### src/rtl/lsu_pkg.sv
`timescale 1ns/1ps
`default_nettype none
// ============================================================================
//  Module      : lsu_pkg
//  Description : Shared types, access-size codes and alignment helper for
//                the load/store unit.
//  Revision    : 1.0  initial release
// ============================================================================
package lsu_pkg;

   localparam logic [1:0] SZ_BYTE = 2'd0;
   localparam logic [1:0] SZ_HALF = 2'd1;
   localparam logic [1:0] SZ_WORD = 2'd2;

   typedef enum logic [1:0] {
      IDLE = 2'd0,
      RD   = 2'd1,
      WR   = 2'd2,
      RESP = 2'd3
   } lsu_state_t;

   // Size code 3 has no legal alignment, so it always reports misaligned.
   function automatic logic is_aligned(input logic [1:0] size, input logic [1:0] addr);
      logic w_ok;
      w_ok = 1'b0;
      case (size)
         SZ_BYTE: w_ok = 1'b1;
         SZ_HALF: w_ok = ~addr[0];
         SZ_WORD: w_ok = (addr == 2'b00);
         default: w_ok = 1'b0;
      endcase
      return w_ok;
   endfunction

endpackage
`default_nettype wire

### src/rtl/lsu_lane.sv
`timescale 1ns/1ps
`default_nettype none
// ============================================================================
//  Module      : lsu_lane
//  Description : Little-endian lane steering. Extracts and extends a load
//                value from a memory word, and merges store data into the
//                same word for read-modify-write.
//  Revision    : 1.0  initial release
// ============================================================================
module lsu_lane
   import lsu_pkg::*;
(
   input  logic [31:0] i_word,
   input  logic [1:0]  i_addr,
   input  logic [1:0]  i_size,
   input  logic        i_signed,
   input  logic [31:0] i_wdata,
   output logic [31:0] o_load,
   output logic [31:0] o_merge
);

   logic [7:0]  w_byte;
   logic [15:0] w_half;

   // Select the addressed byte and halfword lanes.
   always_comb begin
      w_byte = i_word[7:0];
      case (i_addr)
         2'd0: w_byte = i_word[7:0];
         2'd1: w_byte = i_word[15:8];
         2'd2: w_byte = i_word[23:16];
         2'd3: w_byte = i_word[31:24];
         default: w_byte = i_word[7:0];
      endcase
      w_half = i_addr[1] ? i_word[31:16] : i_word[15:0];
   end

   // Right-align the lane and extend; word loads pass through untouched.
   always_comb begin
      o_load = i_word;
      case (i_size)
         SZ_BYTE: o_load = {{24{i_signed & w_byte[7]}}, w_byte};
         SZ_HALF: o_load = {{16{i_signed & w_half[15]}}, w_half};
         default: o_load = i_word;
      endcase
   end

   // Replace only the addressed lane; upper store-data bits are dropped.
   always_comb begin
      o_merge = i_word;
      case (i_size)
         SZ_BYTE: begin
            case (i_addr)
               2'd0: o_merge[7:0]   = i_wdata[7:0];
               2'd1: o_merge[15:8]  = i_wdata[7:0];
               2'd2: o_merge[23:16] = i_wdata[7:0];
               2'd3: o_merge[31:24] = i_wdata[7:0];
               default: o_merge = i_word;
            endcase
         end
         SZ_HALF: begin
            if (i_addr[1]) o_merge[31:16] = i_wdata[15:0];
            else           o_merge[15:0]  = i_wdata[15:0];
         end
         default: o_merge = i_wdata;
      endcase
   end

endmodule
`default_nettype wire

### src/rtl/load_store_unit.sv
`timescale 1ns/1ps
`default_nettype none
// ============================================================================
//  Module      : load_store_unit
//  Description : Single-outstanding CPU load/store front end for a
//                word-addressed SRAM without byte enables. Sub-word stores
//                are read-modify-write; misaligned accesses never reach
//                memory.
//  Revision    : 1.0  initial release
// ============================================================================
module load_store_unit
   import lsu_pkg::*;
#(
   parameter int READ_LAT = 1
)(
   input  logic        clk,
   input  logic        rst,
   input  logic        req_valid,
   output logic        req_ready,
   input  logic        req_we,
   input  logic [1:0]  req_size,
   input  logic        req_signed,
   input  logic [31:0] req_addr,
   input  logic [31:0] req_wdata,
   output logic        resp_valid,
   output logic [31:0] resp_rdata,
   output logic        resp_misaligned,
   output logic [29:0] mem_addr,
   output logic [31:0] mem_data,
   output logic        mem_wren,
   input  logic [31:0] mem_q
);

   // Last RD cycle index; counter runs 0 .. READ_LAT-1.
   localparam logic [1:0] c_LAST = 2'(READ_LAT - 1);

   lsu_state_t  r_state;
   logic        r_we;
   logic [1:0]  r_size;
   logic        r_signed;
   logic [1:0]  r_lo;
   logic [31:0] r_wdata;
   logic [1:0]  r_cnt;

   logic [31:0] w_load;
   logic [31:0] w_merge;

   // The lane unit always looks at the live read word so the value is
   // ready on the same edge that closes the last RD cycle.
   lsu_lane u_lane (
      .i_word   (mem_q),
      .i_addr   (r_lo),
      .i_size   (r_size),
      .i_signed (r_signed),
      .i_wdata  (r_wdata),
      .o_load   (w_load),
      .o_merge  (w_merge)
   );

   assign req_ready  = rst && (r_state == IDLE);
   assign mem_wren   = (r_state == WR);
   assign resp_valid = (r_state == RESP);

   // Request sequencing: accept, optional read phase, optional write, respond.
   always_ff @(posedge clk) begin
      if (!rst) begin
         r_state         <= IDLE;
         r_we            <= 1'b0;
         r_size          <= SZ_BYTE;
         r_signed        <= 1'b0;
         r_lo            <= 2'd0;
         r_wdata         <= '0;
         r_cnt           <= '0;
         mem_addr        <= '0;
         mem_data        <= '0;
         resp_rdata      <= '0;
         resp_misaligned <= 1'b0;
      end else begin
         case (r_state)
            IDLE: begin
               if (req_valid) begin
                  r_we     <= req_we;
                  r_size   <= req_size;
                  r_signed <= req_signed;
                  r_lo     <= req_addr[1:0];
                  r_wdata  <= req_wdata;
                  r_cnt    <= '0;
                  mem_addr <= req_addr[31:2];
                  if (!is_aligned(req_size, req_addr[1:0])) begin
                     resp_misaligned <= 1'b1;
                     resp_rdata      <= '0;
                     r_state         <= RESP;
                  end else if (req_we && (req_size == SZ_WORD)) begin
                     resp_misaligned <= 1'b0;
                     mem_data        <= req_wdata;
                     r_state         <= WR;
                  end else begin
                     resp_misaligned <= 1'b0;
                     r_state         <= RD;
                  end
               end
            end
            RD: begin
               if (r_cnt == c_LAST) begin
                  if (r_we) begin
                     mem_data <= w_merge;
                     r_state  <= WR;
                  end else begin
                     resp_rdata <= w_load;
                     r_state    <= RESP;
                  end
               end else begin
                  r_cnt <= r_cnt + 2'd1;
               end
            end
            WR: begin
               resp_rdata <= '0;
               r_state    <= RESP;
            end
            RESP: begin
               r_state <= IDLE;
            end
            default: r_state <= IDLE;
         endcase
      end
   end

endmodule
`default_nettype wire

### config.mk
export PLATFORM = sky130hd
export DESIGN_NAME = load_store_unit
export DESIGN_NICKNAME = d
export VERILOG_FILES = /design/src/rtl/lsu_pkg.sv /design/src/rtl/lsu_lane.sv /design/src/rtl/load_store_unit.sv
export SDC_FILE = /design/constraint.sdc
export NUM_CORES = 1
export LEC_CHECK = 0
export BUFFER_PORTS_ARGS = -buffer_cell sky130_fd_sc_hd__buf_2
export CAP_MARGIN = 20
export CORE_ASPECT_RATIO = 0.9
export CORE_MARGIN = 2
export CORE_UTILIZATION = 30
export CTS_CLUSTER_DIAMETER = 150
export DETAILED_ROUTE_END_ITERATION = 8
export MAX_ROUTING_LAYER = met4
export PLACE_DENSITY_LB_ADDON = 0.2
export SLEW_MARGIN = 20
export SYNTH_ARGS = -nofsm -noshare
export SYNTH_HDL_FRONTEND = slang
export SYNTH_SLANG_ARGS = --single-unit
### constraint.sdc
create_clock -name clk -period 1.89 [get_ports clk]
set_input_delay 0.4725 -clock clk [delete_from_list [all_inputs] [get_ports clk]]
set_output_delay 0.4725 -clock clk [all_outputs]
set_load 0.01 [all_outputs]
==> impl.org, run 1 <==
** Outcome
- The flow ran to the end, and the final reports show no timing, DRC or antenna violations.

** Layout
- Fin nets :: 1,083
- Compared with the post-synthesis result, the final layout area differs by 33.77%.
- Of the cells placed in the final design, the portion with a size suffix greater than 1 is 32.69%.
- Final standard cell area without fillers :: 0.008886 sq mm
- Number of filler instances in the final layout :: 2,256
- Once layout is complete, the cells apart from fillers number 1,283.

** STA
- Worst-margin pin slew :: 0.9108 ns
- Setup repair after global routing could not meet its margin everywhere.
- For the finished layout, the period the worst path requires is 1.805 ns.
- In this run the tightest slew margin relative to its limit is 39.15%.
- Share of the clock period used by the worst path after layout :: 95.49%
- Final hold vios :: 0
- Peak Freq :: 554.1 MHz
- Setup Skew :: 0.008277 ns
- Final setup violation count :: 0
- Adding up every negative setup slack in the final design gives 0 ns.
- The max-slew violation count was 0.

** Global routing
- Most used routing layer :: met2
- The number of antenna violations at the first check in global routing came to 4.
- For this run the aggregate overflow at the end of global routing stands at 0.
- Entering global routing, the biggest net connects 52 pins.
- Global routing used 26.11% of the available met1 tracks.
- Global routing consumed, on the met3 layer, 5.546% of the routing resources.
- GRT Resource Usage Total :: 19.67%
- The number of global-route vias before repair was 6,138.
- Global routing used 29.10% of the available met2 tracks.
- Global-route wire length before repair :: 34,970 um

** Worst setup path
- Critical Path Max Stage Delay :: 0.37 ns
- Critical-path top delay cell :: mux2_2
- The worst setup path is launched from a flip-flop.
- The critical path goes through inv_1, ha_2, mux2_2, and3_1, buf_12, a32o_1.
- Number of buffer and inverter instances along the worst setup path :: 2
- Dominant delay contributor by cell family on the critical path :: multiplexers
- Data on the critical path is required at its endpoint by 2.20 ns.
- The setup path with the least slack is of type flip-flop to flip-flop.
- In this run the worst path has a maximum fanout of 32.
- Worst EP arrival :: 2.11 ns
- STA classifies the critical path endpoint as a flip-flop.

** Placed design
- Including well taps, the total number of placed cells is 1,245.
- Summing all placed instances gives a cell area of 0.008200 sq mm.
- IO buf count :: 200
- Once detailed placement completed, the half-perimeter wirelength came to 16,760 um.
- Routability-driven placement finished with a final weighted congestion of 0.9361.

** Yosys
- Counting every net in the synthesized netlist gives 880.
- Sorting the synthesized cells by how often they occur yields 181 x nand2_1, 137 x dfxtp_1, 70 x a21boi_0.
- Synthesis produced a netlist whose cell count is 772.
- nand2_1 is the most common cell in the netlist.
- For this run, the leading register cell type out of synthesis is dfxtp_1.
- Of the post-synthesis cell area, the dominant cell type holds 41.29%.
- Number of unique standard cell types used by synthesis :: 50
- The average instance in the mapped netlist occupies 8.604 sq um.
- Area contributors post-synth :: dfxtp_1 41%, nand2_1 10%, a21boi_0 7.9%
- Post-Syn Area :: 0.006643 sq mm
- After synthesis, flip-flops and latches occupy 41.29% of the total area.
- Count of flip-flops with a built-in enable after synthesis :: 0
- For this run, asynchronously set or reset flops after synthesis account for 0%.
- Counting flops and latches in the post-synthesis netlist gives 137.
- Warning count from the yosys run :: 0
- Post-synth top area cell :: dfxtp_1

** Clocking
- Number of CTS-inserted buffers :: 17
- The H-tree generated during clock tree synthesis spans 4 levels.
- After clock tree synthesis, the flow added hold-fix buffers numbering 0.
- After clock tree synthesis, the clock-pin slew on the worst setup and hold paths is 0.06 ns.
- Clock tree from TritonCTS :: built
- Clock tree synthesis selected as its root buffer the cell clkbuf_16.
- For the worst-skew pair, the clock arrives at the later sink with an insertion delay of 0.42 ns.
- Deepest clock path buffer count :: 2
- Num Clock Sinks :: 137

** Floorplanning
- In this run the horizontal extent of the chip is 160.9 um.
- Once the floorplan was initialized, standard cells occupied 30.62% of the core.
- Vertical die dimension :: 145.2 um
- The die covers 0.02335 sq mm.
- The region available for standard cell placement spans 0.02170 sq mm.
- Row cnt :: 51
- Ports :: 201

** Power
- Maximum ir drop on the vdd rail :: 0.6951 mV
- Power consumption :: 12.43 mW
- Power density over the cells :: 1399 mW/mm^2
- Leakage power of the design :: 3.817 nW

** Detailed routing
- Dividing the detail-routed wire length by the instance count gives 17.45 um.
- Across all layers, the routed design uses 6,391 vias.
- For this block, the initial DRC count from the detailed router was 397.
- Count of antenna-violating nets left after detailed routing :: 0
- Count of TritonRoute iterations in the first routing pass :: 6
- After detailed routing, the number of remaining DRC violations is 0.
- Dividing the detail-routed via count by the number of cells gives 4.981.
- The final layout contains routed wiring with a total length of 22,390 um.

** Flow run
- Max-cap violations :: 0

** Hold path
- In this run the worst hold path is classified as input pin to flip-flop.
[per-layer routing]
layer  share of wire (%)  wire length [um]
met4                 2.4               536
met2                  44              9886
met3                 7.5              1672
met1                  46             10300
met5                   0                 0
[power by group]
part / total (mW) / switching (mW) / internal [mW]
registers: 3.89 / 0.396 / 3.50
logic: 4.85 / 2.82 / 2.03
clock network: 3.69 / 1.30 / 2.38
total: 12.4 / 4.52 / 7.91
[placed cells by master (no fill, tap or decap), drive strengths merged, types with 8 or more instances in the layout]
cell / netlist / final
a22o: 25 / 25
or2: 17 / 17
o2bb2ai: 16 / 16
a21boi: 72 / 72
o21ai: 28 / 28
inv: 14 / 15
clkbuf: 30 / 21
a32o: 24 / 24
buf: 34 / 248
a21oi: 32 / 32
nand2b: 14 / 14
nor2: 22 / 22
a22oi: 10 / 10
mux2i: 32 / 32
o211ai: 15 / 15
nand2: 185 / 185
a31oi: 8 / 8
dfxtp: 137 / 137
[worst paths after layout]
path                                    from           end  slack (ns)  depth (start not counted)
worst max-delay path              r_state[1]   mem_data[9]        0.09                          6
worst min-delay path            req_addr[10]   mem_addr[8]        0.30                          3
worst max register to register    r_state[1]   mem_data[9]        0.09                          6
worst min register to register  mem_addr[13]  mem_addr[13]        0.46                          2
[tightest hold or removal path, cell delays in order]
cell	delay [ns]
buf_2	0.09
nand2_1	0.04
a21boi_0	0.06
[stage by stage]
| step | setup slack (ns) | hold WS [ns] | utilization [%] |
|---|---|---|---|
| after floorplan | 0.09568 | 0.4435 | - |
| after global placement | -0.05065 | 0.4450 | 37.80 |
| after detailed placement | -0.08338 | 0.4507 | 37.80 |
| after CTS | 0.003030 | 0.2806 | 40.82 |
| after global routing | -0.007722 | 0.2889 | 40.96 |
| final | 0.08524 | 0.3000 | 40.96 |
[area by class of cell]
class | instances | area (sq um) | share of cell area [%]
clock buffer | 21 | 450.4 | 5.069
inverter | 14 | 52.55 | 0.5914
antenna | 4 | 10.01 | 0.1126
clock inverter | 11 | 193.9 | 2.182
timing repair buffer | 248 | 1499 | 16.87
sequential | 137 | 2745 | 30.89
multi-input combinational | 557 | 3571 | 40.19
tap | 291 | 364.1 | 4.097
[sequential cells by signal (all words and copies together) (netlist names)]
register,flops
mem_data,32
r_wdata,32
resp_rdata,32
mem_addr,30
r_cnt,2
r_lo,2
r_size,2
r_state,2
r_signed,1
r_we,1
resp_misaligned,1
[what timing repair did]
action / in CTS / in global routing
pin swaps: 0 / 1
endpoints found under the setup margin: 37 / 4
setup buffers: 0 / 2
hold endpoints to repair: 0 / 0
resized for setup: 2 / 2
[logic make-up (layout without fill, tap and decap cells)]
family,after synthesis,in the layout,synth area share (%)
and+or+nand+nor,262,262,17.42
AOI/OAI and AO/OA,255,255,29.63
DFF,137,137,41.29
buffers and inverters,78,294,5.387
muxes,35,35,5.331
adders and majority gates,5,5,0.9418
other,0,4,0
(Power assumes the default switching activity.)
==> inputs of run 2 (changes only) <==
==> constraint.sdc (replaced) <==
create_clock -name clk -period 1.89 [get_ports clk]
set_input_delay 0.378 -clock clk [delete_from_list [all_inputs] [get_ports clk]]
set_output_delay 0.378 -clock clk [all_outputs]
set_load 0.01 [all_outputs]
==> run 2 against run 1 <==
  * Via count is 0.95% lower
  * Total power down 1.2%
  * Combinational power is 0.8% lower
  * Count of clock-buffer cells in the layout is 2 lower
  * Worst hold slack lost 0.10 ns
  * Clock power fell by 3%
  * Routed wire length down 0.37%
  * Sequential power about the same
  * Global-route usage about the same
  * Flip-flop and latch count is the same
  * Die area is the same
  * Highest routed layer unchanged
==> impl.org, run 2 (synthesis results as in run 1) <==
** Outcome
- Outcome :: finished, final reports clean

** Layout
- In the layout the commonest cells are 200 x buf_2, 180 x nand2_1, 135 x dfxtp_1.
- Largest registers in the final layout :: mem_data (32), r_wdata (32), resp_rdata (32)
- Leading cell type in the layout, fill and taps excluded :: buf_2
- Area growth syn-to-layout :: 32.47%
- The number of nets in the layout was 1,080 (-0.28%).
- The proportion of layout cells with a drive suffix above 1 is 32.69% (about the same).
- The final design area excluding fillers came to 0.008800 sq mm (-0.97%).

** Detailed routing
- The number of detailed-routing iterations run before antenna repair came to 4 (-2).
- The detailed-route DRC error count is 0 (unchanged).
- The wire length reported by the detailed router is 22,310 um (-0.37%).
- Count of vias placed by the detailed router :: 6,330 (-0.95%)
- Initial DRC count :: 452 (+14%)
- The number of nets with antenna violations after detailed routing came to 0 (unchanged).
- The average via count per standard cell was 4.941 (-0.80%).
- The routed length per instance came to 17.42 um (-0.21%).

** Worst setup path
- Crit end category :: flip-flop
- Dominant delay contributor by cell family on the critical path :: multiplexers
- Number of buffer and inverter instances along the worst setup path :: 2 (unchanged)
- Kind of critical path :: flip-flop to flip-flop
- Critical-path top delay cell :: mux2_2
- The maximum fanout encountered on the critical timing path came to 32 (unchanged).
- Critical Path Max Stage Delay :: 0.38 ns (about the same)
- The worst setup path is launched from a flip-flop.
- Reg2reg path depth :: 6 (unchanged)
- The data arrival at the endpoint of the critical path was 2.12 ns (about the same).
- The setup slack of the most critical reg-to-reg path is 0.08 ns (about the same).
- The critical path goes through inv_1, ha_2, mux2_2, and3_1, buf_12, a32o_1.
- Path length in cells of the critical path :: 6 (unchanged)
- WP data required :: 2.21 ns (about the same)

** Global routing
- The number of antenna violations at the first check in global routing was 5 (+1).
- The total overflow reported by the global router was 0 (unchanged).
- The maximum number of pins on one net before global-route repair came to 47 (-9.6%).
- The total global routing track utilization is 19.69% (about the same).
- The wire length of the first global-routing pass was 34,910 um (-0.18%).
- Via count of the first global-routing pass :: 6,165 (+0.44%)

** Floorplanning
- Ports :: 201 (unchanged)
- The floorplan row count was 51 (unchanged).
- Area inside the core boundary :: 0.02170 sq mm (unchanged)
- The area of the die was 0.02335 sq mm (unchanged).
- The initial standard-cell utilization of the core came to 30.62% (unchanged).
- The overall die width was 160.9 um (unchanged).
- The vertical die dimension came to 145.2 um (unchanged).

** Placed design
- Pre-CTS setup slack :: 0.01591 ns (+0.09929 ns)
- Final weighted congestion of routability-driven global placement :: 0.9532 (+1.8%)
- Post-Place Cell Area :: 0.008135 sq mm (-0.79%)
- The HPWL after detailed placement was 16,730 um (-0.16%).
- IO buf count :: 200 (unchanged)

** Hold path
- Number of stages on the worst hold path :: 3 (unchanged)
- Worst min-delay path category :: input pin to flip-flop

** STA
- Peak Freq :: 553.5 MHz (-0.10%)
- Final hold vios :: 0 (unchanged)
- Max-slew violations :: 0 (unchanged)
- The slack of the critical path was 0.08343 ns (-0.001808 ns).
- The final cycle utilization of the critical path came to 95.59% (+0.096 points).
- Final critical path time including I/O delays and setup :: 1.807 ns (+0.001808 ns)
- Worst slew margin relative to its limit :: 36.83% (-2.3 points)
- Setup Skew :: 0.007206 ns (-0.001071 ns)
- Setup repair after global routing could not meet its margin everywhere.
- Worst-margin pin slew :: 0.9457 ns (+0.03484 ns)
- The count of final setup violators is 0 (unchanged).

** Clocking
- Clock transition at path regs :: 0.07 ns (about the same)
- Deepest clock path buffer count :: 2 (unchanged)
- Number of CTS-inserted buffers :: 17 (unchanged)
- Num Clock Sinks :: 137 (unchanged)
- Number of buffers added to fix hold violations after cts :: 0 (unchanged)
- TritonCTS built the clock tree.
- Clock root buffer :: clkbuf_16
- H-tree lvl count :: 4 (unchanged)
- Clk Latency, worst-skew pair :: 0.43 ns (about the same)

** Flow run
- The max-cap check violation count is 0 (unchanged).

** Power
- The leakage component of the power came to 3.773 nW (-1.2%).
- Maximum ir drop on the vdd rail :: 0.6910 mV (-0.60%)
- Power density over the cells :: 1395 mW/mm^2 (-0.22%)
[run 2: worst paths after layout]
kind                                      to         start
worst max register to register   mem_data[8]    r_state[1]
worst min-delay path             mem_addr[5]   req_addr[7]
worst max-delay path             mem_data[8]    r_state[1]
worst min register to register  mem_addr[20]  mem_addr[20]
[run 2: timing repair]
action,CTS,global route
gates cloned,0,0
setup buffers,0,1
endpoints found under the setup margin,1,8
resized for setup,3,2
[run 2: layout make-up]
| type | instances | area (sq um) |
|---|---|---|
| Fill cell | 2284 | 12900 |
| Multi-Input combinational cell | 557 | 3571 |
| Sequential cell | 137 | 2745 |
| Timing Repair Buffer | 245 | 1426 |
| Clock buffer | 19 | 432.9 |
| Tap cell | 291 | 364.1 |
| Clock inverter | 13 | 195.2 |
| Inverter | 14 | 52.55 |
| Antenna cell | 5 | 12.51 |
[run 2: power breakdown]
group / internal (mW) / switching, mW / total (mW)
sequential: 3.49 / 0.381 / 3.88
clock: 2.22 / 1.37 / 3.59
combinational: 2.01 / 2.80 / 4.81
total: 7.73 / 4.55 / 12.3
[run 2: worst register-to-register path, cell delays in order (launching register included)]
cell	delay (ns)
dfxtp_1	0.31
inv_1	0.10
ha_2	0.29
mux2_2	0.38
and3_1	0.20
buf_12	0.17
a32o_1	0.25
[run 2: per-stage QoR]
stage | instances | TNS, ns | utilization [%] | total power [mW] | hold WS [ns]
3_5_place_dp | 1243 | 0 | 37.50 | 8.716 | 0.4501
4_1_cts | 1275 | 0 | 40.46 | 12.38 | 0.1781
6_report | 1281 | 0 | 40.56 | 12.28 | 0.1969
5_1_grt | 1281 | -0.02716 | 40.56 | 13.10 | 0.1727
2_1_floorplan | 772 | 0 | - | 6.785 | 0.4435
3_3_place_gp | 1243 | 0 | 37.50 | 8.699 | 0.4463
[run 2: per-layer routing]
| metal | wire [um] | share of wire, % | GRT usage (%) | vias to the layer above |
|---|---|---|---|---|
| met5 | 0 | 0 | - | - |
| met4 | 386 | 1.7 | 5.268 | 0 |
| met3 | 1725 | 7.7 | 6.489 | 23 |
| met2 | 10040 | 45 | 29.36 | 233 |
| met1 | 10160 | 46 | 25.59 | 2930 |
| li1 | - | - | - | 3144 |
